**config.mk**
```make
export PLATFORM = sky130hd
export DESIGN_NAME = sprite_plot_stage
export DESIGN_NICKNAME = d
export VERILOG_FILES = /design/src/rtl/sprite_plot_stage.sv
export SDC_FILE = /design/constraint.sdc
export NUM_CORES = 1
export LEC_CHECK = 0
export CORE_UTILIZATION = 40
export CTS_BUF_LIST = sky130_fd_sc_hd__clkbuf_4 sky130_fd_sc_hd__clkbuf_8
export DETAILED_ROUTE_END_ITERATION = 10
export PLACE_DENSITY = 0.69
export SYNTH_ARGS = -nofsm -noshare
export SYNTH_HDL_FRONTEND = slang
export SYNTH_SLANG_ARGS = --single-unit
```
**constraint.sdc**
```tcl
create_clock -name clock_all -period 1.9 [get_ports clock_all]
set_clock_uncertainty 0.2 [all_clocks]
set_input_delay 0.38 -clock clock_all [delete_from_list [all_inputs] [get_ports clock_all]]
set_output_delay 0.38 -clock clock_all [all_outputs]
set_load 0.01 [all_outputs]
```
**src/rtl/sprite_plot_stage.sv**
```systemverilog
// sprite_plot_stage: sequences one sprite draw, aligns drawer coordinates with
// the sprite ROM colour, clips to the screen and drives the VGA adapter.
// Optional build macro SPRITE_TRANSPARENCY_EN: suppress plot for pixels whose
// colour equals TRANSPARENT_COLOUR.
module sprite_plot_stage #(
  parameter int unsigned ROM_LATENCY        = 1,
  parameter int unsigned SCREEN_W           = 320,
  parameter int unsigned SCREEN_H           = 240,
  parameter logic [2:0]  TRANSPARENT_COLOUR = 3'b000
) (
  input  logic       clock_all,
  input  logic       reset_all,
  input  logic       start,
  output logic       busy,
  output logic       finished,
  output logic       draw_enable,
  output logic       draw_reset_n,
  input  logic [8:0] src_x,
  input  logic [7:0] src_y,
  input  logic [2:0] src_colour,
  input  logic       src_done,
  output logic       plot,
  output logic [8:0] vga_x,
  output logic [7:0] vga_y,
  output logic [2:0] vga_colour
);

  localparam int unsigned XW    = 9;
  localparam int unsigned YW    = 8;
  localparam int unsigned CNT_W = 2;
  localparam int unsigned TAIL  = ROM_LATENCY - 1;

  typedef enum logic [2:0] {
    S_IDLE,
    S_ARM,
    S_DRAW,
    S_FLUSH,
    S_DONE
  } state_t;

  state_t            state;
  logic [CNT_W-1:0]  flush_cnt;

  logic [XW-1:0]     dl_x [ROM_LATENCY];
  logic [YW-1:0]     dl_y [ROM_LATENCY];
  logic              dl_v [ROM_LATENCY];

  logic              push_valid_c;
  logic [XW-1:0]     tail_x_c;
  logic [YW-1:0]     tail_y_c;
  logic              tail_v_c;
  logic              on_screen_c;
  logic              opaque_c;
  logic              plot_c;

  // Only coordinates taken while the drawer is running carry a valid flag
  assign push_valid_c = (state == S_DRAW);

  assign tail_x_c = dl_x[TAIL];
  assign tail_y_c = dl_y[TAIL];
  assign tail_v_c = dl_v[TAIL];

  // Unsigned clip on the full coordinate widths
  assign on_screen_c = (32'(tail_x_c) < SCREEN_W) && (32'(tail_y_c) < SCREEN_H);

`ifdef SPRITE_TRANSPARENCY_EN
  assign opaque_c = (src_colour != TRANSPARENT_COLOUR);
`else
  assign opaque_c = 1'b1;
`endif

  assign plot_c = tail_v_c && on_screen_c && opaque_c;

  // Sequencer: IDLE -> ARM -> DRAW -> FLUSH -> DONE, with registered controls
  always_ff @(posedge clock_all or negedge reset_all) begin
    if (!reset_all) begin
      state        <= S_IDLE;
      flush_cnt    <= '0;
      busy         <= 1'b0;
      finished     <= 1'b0;
      draw_enable  <= 1'b0;
      draw_reset_n <= 1'b0;
    end else begin
      finished <= 1'b0;
      case (state)
        S_IDLE: begin
          if (start) begin
            state        <= S_ARM;
            busy         <= 1'b1;
            draw_reset_n <= 1'b1;
            draw_enable  <= 1'b0;
          end
        end
        S_ARM: begin
          state       <= S_DRAW;
          draw_enable <= 1'b1;
        end
        S_DRAW: begin
          if (src_done) begin
            state       <= S_FLUSH;
            draw_enable <= 1'b0;
            flush_cnt   <= '0;
          end
        end
        S_FLUSH: begin
          if (flush_cnt == CNT_W'(ROM_LATENCY - 1)) begin
            state        <= S_DONE;
            finished     <= 1'b1;
            draw_reset_n <= 1'b0;
          end else begin
            flush_cnt <= flush_cnt + CNT_W'(1);
          end
        end
        S_DONE: begin
          state <= S_IDLE;
          busy  <= 1'b0;
        end
        default: begin
          state        <= S_IDLE;
          busy         <= 1'b0;
          draw_enable  <= 1'b0;
          draw_reset_n <= 1'b0;
        end
      endcase
    end
  end

  // Coordinate delay line matching the ROM read latency
  always_ff @(posedge clock_all or negedge reset_all) begin
    if (!reset_all) begin
      for (int i = 0; i < int'(ROM_LATENCY); i++) begin
        dl_x[i] <= '0;
        dl_y[i] <= '0;
        dl_v[i] <= 1'b0;
      end
    end else begin
      dl_x[0] <= src_x;
      dl_y[0] <= src_y;
      dl_v[0] <= push_valid_c;
      for (int i = 1; i < int'(ROM_LATENCY); i++) begin
        dl_x[i] <= dl_x[i-1];
        dl_y[i] <= dl_y[i-1];
        dl_v[i] <= dl_v[i-1];
      end
    end
  end

  // Adapter output register; pixel fields follow every valid tail entry
  always_ff @(posedge clock_all or negedge reset_all) begin
    if (!reset_all) begin
      plot       <= 1'b0;
      vga_x      <= '0;
      vga_y      <= '0;
      vga_colour <= '0;
    end else begin
      plot <= plot_c;
      if (tail_v_c) begin
        vga_x      <= tail_x_c;
        vga_y      <= tail_y_c;
        vga_colour <= src_colour;
      end
    end
  end

endmodule

```
## Word level (Yosys, flattened, before mapping)

Index checks and enable logic that the tools add are counted.

- Flip-flop bits (word level): 48
- Latch bits: 0
- Bits in writable memories: 0
- Bits in read-only memories: 0
- Input port bits: 24
- Output and inout bits: 25
- Word-level logic and storage cells: 56
- Memories: 0

- Add/subtract/negate cells: 1
- $mul: 0
- Divide/modulo/power cells: 0
- $lt $le $gt $ge: 2
- Equality and inequality tests: 8
- Shift operators: 0
- Mux-type cells: 16
- Bitwise operators: 3
- Reduce and logical (&&, ||, !) cells: 13

Operators by type and width:

| operator | count |
|---|---|
| $pmux 3 s4 | 1 |
| $reduce_and 3->1 | 4 |
| $lt 9x9->1 const B | 1 |
| $mux 3 | 3 |
| $lt 8x8->1 const B | 1 |
| $ne 2x2->1 const B | 4 |
| $eq 3x2->1 const B | 2 |
| $mux 1 | 6 |
| $reduce_or 3->1 | 2 |
| $mux 2 | 2 |
| $pmux 1 s4 | 1 |
| $pmux 2 s2 | 1 |
| $eq 3x1->1 const B | 1 |
| $eq 3x3->1 const B | 1 |
| $logic_not 3->1 | 1 |
| $not 1->1 | 3 |
| $pmux 1 s3 | 1 |
| $add 2x1->2 const B | 1 |
| $logic_and 1x1->1 | 2 |
| $logic_not 2->1 | 1 |
| $pmux 1 s2 | 1 |
| $reduce_and 2->1 | 1 |
| $reduce_bool 2->1 | 1 |
| $reduce_or 2->1 | 1 |

## Depth between registers and ports, before layout

Gate-level depths: netlist of run 1.

- Depth after elaboration: 4
- Mapped depth: 5
- Gate-level depth less buffers: 5

## Worst setup path after synthesis of run 1

OpenSTA, ideal clock, no wires.

- Path kind: reg-to-reg
- Start point: register flush_cnt[0]
- End point: register flush_cnt[0]
- Setup time: 0.065 ns
- Arrival: 1.166 ns
- Data required time: 1.635 ns
- Slack: 0.469 ns
- Cell stages (with the launch flop): 6
- Path buffers: 0
- Period minus slack after synthesis: 1.431 ns
- Path through: dfrtp_1 inv_1 ha_1 or2_2 o21ai_0 a22o_1

- Word-level cells in the longest chain between the ends: 3
- Elaborated cells between the ends (all ways): 6
- Those cells by class: add/sub (1); eq/ne (1); mux (2); reduce/logical (2)

RTL lines:

| what | RTL line | source |
|---|---|---|
| start, declared | 42 | `logic [CNT_W-1:0] flush_cnt;` |
| start signal, assigned | 111 | `flush_cnt <= flush_cnt + CNT_W'(1);` |
| $add 2x1->2 / $logic_not 2->1 (equally long branches) | 111, 106 |  |
| $mux 2 / $ne 2x2->1 (equally long branches) | - |  |
| $pmux 2 s2 / $reduce_and 3->1 (equally long branches) | - |  |

Several ways; a longest one is shown, not always the timed one. The select of a mux whose other input is x is not followed.
A chain may end at the register's enable or synchronous reset.

## Worst setup path after layout of run 1

- Start point: register draw_enable
- End point: output draw_enable

RTL lines:

| what | RTL line | source |
|---|---|---|
| start, declared | 16 | `output logic draw_enable,` |
| start signal, assigned | 81 | `draw_enable <= 1'b0;` |
| start signal, assigned | 91 | `draw_enable <= 1'b0;` |
| start signal, assigned | 96 | `draw_enable <= 1'b1;` |

No word-level cell between the ends.

==> results of run 1 <==
==> Yosys cell counts <==
| cell type | count | share of area (%) |
|---|---|---|
| a22o_1 | 1 | 0.52 |
| ha_1 | 1 | 0.74 |
| nor3_1 | 1 | 0.30 |
| a21oi_1 | 1 | 0.30 |
| or2_2 | 1 | 0.37 |
| nand2_1 | 6 | 1.3 |
| o21bai_4 | 1 | 1.1 |
| a211o_2 | 1 | 0.59 |
| a311o_2 | 1 | 0.67 |
| nor2_1 | 7 | 1.6 |
| o31ai_1 | 1 | 0.44 |
| o21ai_0 | 3 | 0.89 |
| inv_1 | 5 | 1.1 |
| o22ai_1 | 1 | 0.37 |
| nand2b_1 | 2 | 0.74 |
| buf_2 | 2 | 0.59 |
| buf_6 | 1 | 0.67 |
| a41oi_1 | 1 | 0.52 |
| nand2b_4 | 1 | 0.81 |
| dfrtp_1 | 48 | 71 |
| nand3_1 | 1 | 0.30 |
| mux2i_1 | 1 | 0.59 |
| o22a_1 | 1 | 0.52 |
| mux2_2 | 20 | 13 |
| a22o_2 | 1 | 0.59 |
==> stage by stage <==
| stage | area, um2 | total power [uW] | hold WS, ns |
|---|---|---|---|
| 6_report | 2349 | 3547 | 0.2805 |
| 5_1_grt | 2349 | 3775 | 0.2971 |
| 3_3_place_gp | 2242 | 2906 | 0.1770 |
| 3_5_place_dp | 2242 | 2963 | 0.1817 |
| 4_1_cts | 2349 | 3594 | 0.2849 |
| 2_1_floorplan | 1690 | 2236 | -0.1156 |
==> final timing paths <==
check                                to    startpoint  slack (ns)
min in group asynchronous      vga_x[6]     reset_all        0.40
hold / removal                 vga_y[2]       dl_y[2]        0.28
setup / recovery            draw_enable   draw_enable        0.09
hold reg to reg                vga_y[2]       dl_y[2]        0.28
max in group asynchronous      vga_x[1]     reset_all        0.89
setup reg to reg           flush_cnt[1]  flush_cnt[0]        0.29
==> metal layers <==
| layer | wire, um | GRT usage, % |
|---|---|---|
| met3 | 197 | 4.623 |
| met5 | 0 | 0 |
| met2 | 1509 | 25.62 |
| met4 | 57 | 6.649 |
| met1 | 1267 | 19.27 |
==> state kept, by name, summed over array words and instances, names as in the netlist, 2 cells and up <==
signal      count
state           3
vga_x           9
dl_y            8
flush_cnt       2
dl_x            9
vga_y           8
vga_colour      3
==> cell families after synthesis <==
group | count (synthesis) | synth area share, %
compound gates | 13 | 6.514
fa+ha+maj | 1 | 0.7401
buf+inv | 8 | 2.369
flops | 48 | 71.06
mux | 21 | 13.92
simple gates | 19 | 5.403
==> area by class of cell <==
class	count	area share, %
tap	50	2.664
timing repair buffer	52	22.16
inverter	5	0.7991
clock buffer	7	4.102
sequential	48	51.15
multi-input combinational	54	19.13
==> where the power goes <==
part | internal (uW) | switching [uW] | total, uW
combinational | 858 | 501 | 1360
clock | 324 | 302 | 626
sequential | 1340 | 220 | 1560
==> impl_metrics.toml, run 1 <==
[run_status]
status = "completed"

[power_and_ir_drop]
p_per_area_nw_per_um2 = 1510
leakagePower_uw = 0.001006
peakVddDrop_v = 0.0009005

[layout]
nFillCells = 323
final_util_pct = 58.29
regArea_um2 = 1201
mostFrequentLayoutCells = "48 x dfrtp_1, 47 x clkdlybuf4s50_1, 20 x mux2_2, 7 x nor2_1, 7 x clkbuf_8"
multi_input_area_um2 = 449.2
final_common_cell = "dfrtp_1"
antennaDiodeCount = 0
final_nets = 191
area_growth_pct = 38.93
instances_no_fill = 216
drive_above_1_share_pct = 22.29

[grt]
grt_pass1_vias = 1066
grt_pass1_wl_um = 5126
grt-ovfl-total = 0
grt.total_usage_pct = 15.76
grt_max_degree = 49
antenna_found_initial = 0

[setup_path]
cp-end-kind = "output port"
crit_chain = "clkdlybuf4s50_1"
cpPeakStageDelay_ns = 0.55
path_depth = 1
rr_worst_depth = 5
timing.critical_path.buf_inv = 1
start_kind = "register"
crit_arrival_ns = 1.23
crit_family = "buffers and inverters"
crit_required_ns = 1.32
cp_slowest_cell = "clkdlybuf4s50_1"
crit_path_max_fanout = 3
crit_type = "register to output port"

[clock_network]
postCtsHoldBufs = 1
numCtsBuffers = 5
clkTransAtPathRegs_ns = 0.08
cts_sinks = 48
postCtsSetupBuffers = 0
ctsResizeCount = 0
cts_buffer_depth = 2
root_buffer = "clkbuf_8"
cts_max_level = 2
cts_tree = "built"
clk_latency_ns = 0.29

[yosys]
syn-num-nets = 135
ys_warn_count = 0
seq_area_frac_synth_pct = 71.06
synth_area_um2 = 1690
synthCells = 110
synth_seq_cells = 48
synth_area_per_cell_um2 = 15.37
synth_cell_type_count = 25

[sta]
fin_crit_sh_pct = 95.16
slew_viol_final = 0
finalSetupTns_ns = 0
finalSetupViolCount = 0
rsz0062_at_grt = "no"
post-route-min-period_ns = 1.808
post-route-worst-setup-slack_ns = 0.09197
max_freq_mhz = 553.1
hold_viol_final = 0
relSlewSlack_pct = 74.66
worstMarginPinSlew_ns = 0.3801

[placement]
dp_slack_ns = 0.2207
gp_congestion = 0.6791
dpl.cell_count = 208
dpl.hpwl_um = 2174
io_buffers = 48

[routing]
wirelength_um = 3031
drc = 0
via_per_inst = 4.792
post_drt_wl_per_cell_um = 14.03
ant_nets = 0
drtIter0Drc = 94
num_vias = 1035
firstDrtPassIters = 4

[hold_path]
min_path_type = "register to register"
hold-path-cell-count = 1

[die]
rows = 23
initial_core_util_pct = 41.96
dieHeight_um = 67.01
ios = 49
core_area_um2 = 4029
die_area_um2 = 4490
die_w_um = 67.01

[run]
cap_violations = 0
No activity file was read; power rests on OpenSTA's default activity.
==> run 2, diff against run 1 <==
- CORE_ASPECT_RATIO: not set -> 0.7
==> impl_metrics.toml, run 2 (synthesis gave the netlist of run 1 again) <==
[sta]
worstMarginPinSlew_ns = 0.4668
post-route-min-period_ns = 1.790
finalSetupTns_ns = 0
rsz0062_at_grt = "no"
relSlewSlack_pct = 68.88
finalSetupViolCount = 0
slew_viol_final = 0
hold_viol_final = 0
fin_crit_sh_pct = 94.19
max_freq_mhz = 558.8

[layout]
multi_input_area_um2 = 449.2
antennaDiodeCount = 0
nFillCells = 322
mostFrequentLayoutCells = "48 x dfrtp_1, 47 x clkdlybuf4s50_1, 20 x mux2_2, 7 x nor2_1, 6 x nand2_1"
regArea_um2 = 1201
instances_no_fill = 217
final_common_cell = "dfrtp_1"
final_nets = 190
top_regs = "dl_x (9), vga_x (9)"
drive_above_1_share_pct = 21.82
area_growth_pct = 37.75

[clock_network]
numCtsBuffers = 5
cts_buffer_depth = 2
postCtsSetupBuffers = 0
ctsResizeCount = 0
clk_latency_ns = 0.29
cts_sinks = 48
root_buffer = "clkbuf_8"
cts_max_level = 2
cts_tree = "built"
postCtsHoldBufs = 1
clkTransAtPathRegs_ns = 0.08

[placement]
io_buffers = 48
gp_congestion = 0.7466
dpl.cell_count = 209
dpl.hpwl_um = 2204

[setup_path]
cp-end-kind = "output port"
crit_family = "buffers and inverters"
crit_path_max_fanout = 3
crit_arrival_ns = 1.21
cpPeakStageDelay_ns = 0.54
cp_slowest_cell = "clkdlybuf4s50_1"
crit_type = "register to output port"
crit_required_ns = 1.32
start_kind = "register"
timing.critical_path.buf_inv = 1
r2r_slack_ns = 0.33
crit_chain = "clkdlybuf4s50_1"

[routing]
post_drt_wl_per_cell_um = 14.06
drc = 0
via_per_inst = 4.747
drtIter0Drc = 30
num_vias = 1030
firstDrtPassIters = 4
wirelength_um = 3051
ant_nets = 0

[grt]
grt_max_degree = 29
grt_pass1_vias = 1093
use_met2_pct = 25.76
met1_usage_pct = 19.07
antenna_found_initial = 0
grt.met3_usage_pct = 5.366
grt-busiest-layer = "met2"
grt-ovfl-total = 0
grt.total_usage_pct = 15.74
grt_pass1_wl_um = 5181

[hold_path]
min_path_type = "register to register"

[die]
core_area_um2 = 3994
initial_core_util_pct = 42.32
rows = 19
dieHeight_um = 56.39
die_area_um2 = 4494
ios = 49
die_w_um = 79.70

[power_and_ir_drop]
leakagePower_uw = 0.0009954
peakVddDrop_v = 0.0006699
p_per_area_nw_per_um2 = 1491

[run_status]
status = "completed"

[run]
cap_violations = 0
-- run 2: changes by cell type in the layout (fill, tap and decap cells not counted), sizes merged --
| cell | change |
|---|---|
| buf | -1 |
| clkbuf | -1 |
| clkinv | +1 |
-- run 2: report_power, final --
group / internal, uW / switching [uW] / total (uW)
Clock: 265 / 297 / 562
Combinational: 846 / 497 / 1340
Sequential: 1340 / 224 / 1570
Total: 2450 / 1020 / 3470
-- run 2: stage by stage --
stage	worst slack, ns	power (uW)	hold slack [ns]	utilization (%)	cell area, um2
after floorplan	0.4688	2236	-0.1156	-	1690
after global placement	0.3055	2890	0.1476	56.02	2237
after detailed placement	0.2718	2949	0.1622	56.02	2237
after CTS	0.09399	3529	0.2852	58.30	2328
after global routing	0.04959	3697	0.2978	58.30	2328
final	0.1104	3473	0.2800	58.30	2328
-- run 2: routing by layer --
| metal | vias up | wire, um | part of all wire, % |
|---|---|---|---|
| li1 | 482 | - | - |
| met1 | 512 | 1327 | 43 |
| met2 | 29 | 1531 | 50 |
| met5 | - | 0 | 0 |
| met4 | 0 | 50 | 1.6 |
| met3 | 7 | 142 | 4.7 |
-- run 2: layout make-up --
class | instances | share of cell area (%)
inverters | 5 | 0.8060
repair buffers | 51 | 22.03
multi-input cells | 54 | 19.29
well taps | 52 | 2.794
clock buffers | 6 | 3.278
clock inverters | 1 | 0.2149
flip-flops and latches | 48 | 51.59
-- run 2: path summary, 6_finish.rpt --
path	start	to	cells after the start
min in group asynchronous	reset_all	plot	2
max in group asynchronous	reset_all	vga_colour[1]	3
min	dl_x[0]	vga_x[0]	1
max	draw_enable	draw_enable	1
min reg2reg	dl_x[0]	vga_x[0]	1
max reg2reg	flush_cnt[0]	flush_cnt[0]	5
==> run 3, diff against run 2 <==
- clock period: 1.9 -> 2.2 ns (I/O delays scaled with it)
==> impl_metrics.toml, run 3 (synthesis gave the netlist of run 1 again) <==
[clock_network]
cts_buffer_depth = 2
clkTransAtPathRegs_ns = 0.08
postCtsHoldBufs = 1
numCtsBuffers = 5
cts_sinks = 48
cts_max_level = 2
root_buffer = "clkbuf_8"
clk_latency_ns = 0.28
postCtsSetupBuffers = 0
cts_tree = "built"
ctsResizeCount = 0

[die]
ios = 49
initial_core_util_pct = 42.32
die_area_um2 = 4494
dieHeight_um = 56.39
die_w_um = 79.70
core_area_um2 = 3994
rows = 19

[layout]
area_growth_pct = 40.12
mostFrequentLayoutCells = "48 x dfrtp_1, 47 x clkdlybuf4s50_1, 20 x mux2_2, 7 x nor2_1, 7 x clkbuf_8"
final_common_cell = "dfrtp_1"
antennaDiodeCount = 0
final_nets = 191
drive_above_1_share_pct = 22.75
top_regs = "dl_x (9), vga_x (9)"

[routing]
ant_nets = 0
drc = 0
num_vias = 1022
wl_met2_um = 1374
wl_met1_um = 1358
wirelength_um = 2950
firstDrtPassIters = 2
post_drt_wl_per_cell_um = 13.47
dr_wl_met3_um = 159
dr.max_layer_used = "met4"
via_per_inst = 4.667
drtIter0Drc = 21

[sta]
relSlewSlack_pct = 74.02
finalSetupViolCount = 0
worstMarginPinSlew_ns = 0.3897
post-route-min-period_ns = 1.853
fin_crit_sh_pct = 84.21
rsz0062_at_grt = "no"
max_freq_mhz = 539.8
finalSetupTns_ns = 0
slew_viol_final = 0
hold_viol_final = 0

[setup_path]
r2r_slack_ns = 0.63
cpPeakStageDelay_ns = 0.54
timing.critical_path.buf_inv = 1
cp-end-kind = "output port"
crit_path_max_fanout = 3
crit_family = "buffers and inverters"
crit_chain = "clkdlybuf4s50_1"
start_kind = "register"
cp_slowest_cell = "clkdlybuf4s50_1"
crit_arrival_ns = 1.21
crit_required_ns = 1.56
crit_type = "register to output port"

[placement]
io_buffers = 48
gp_congestion = 0.7936
dpl.hpwl_um = 2152

[power_and_ir_drop]
peakVddDrop_v = 0.0006264
total_power_uw = 3174
leakagePower_uw = 0.001016
p_per_area_nw_per_um2 = 1340

[run_status]
status = "completed"

[grt]
grt_max_degree = 22
grt.total_usage_pct = 15.24
grt_pass1_vias = 1072
grt-ovfl-total = 0
antenna_found_initial = 0
grt_pass1_wl_um = 4988

[run]
cap_violations = 0

[hold_path]
min_path_type = "register to register"
[run 3: changes by cell type in the layout (fill, tap and decap cells not counted), sizes merged]
cell,change
bufinv,+1
clkinv,-1
buf,+1
clkbuf,+1
[run 3: final timing paths]
| path | from | cells past startpoint | endpoint |
|---|---|---|---|
| setup reg to reg | flush_cnt[0] | 5 | flush_cnt[0] |
| min in group asynchronous | reset_all | 2 | flush_cnt[0] |
| hold / removal | dl_y[7] | 1 | plot |
| hold reg to reg | dl_y[7] | 1 | plot |
| max in group asynchronous | reset_all | 3 | vga_y[7] |
| setup / recovery | draw_enable | 1 | draw_enable |
[run 3: through the flow]
step           instances  util [%]  hold slack [ns]  area (um2)  worst slack, ns
6_report             219     59.30           0.2796        2369           0.3474
3_5_place_dp         210     55.89           0.1883        2232           0.5077
5_1_grt              219     59.30           0.3050        2369           0.2868
2_1_floorplan        110         -         -0.05559        1690           0.7688
3_3_place_gp         210     55.89           0.1840        2232           0.5417
4_1_cts              219     59.30           0.2814        2369           0.3298
[run 3: final cells by class]
class,instances,area [um2]
Inverter,5,18.77
Timing Repair Buffer,52,508.0
Fill cell,304,1625
Tap cell,52,65.06
Multi-Input combinational cell,54,449.2
Clock inverter,1,30.03
Sequential cell,48,1201
Clock buffer,7,96.34
[run 3: report_power, final]
part	leakage, uW	switching (uW)	internal, uW
Clock	0.0000645	265	401
Combinational	0.000380	434	730
Sequential	0.000572	186	1160
[run 3: routing by layer]
layer  vias up  global-route usage [%]
met2        28                   23.08
met5         -                       0
li1        486                       -
met3         6                   4.715
met1       502                   19.74
met4         0                   7.792
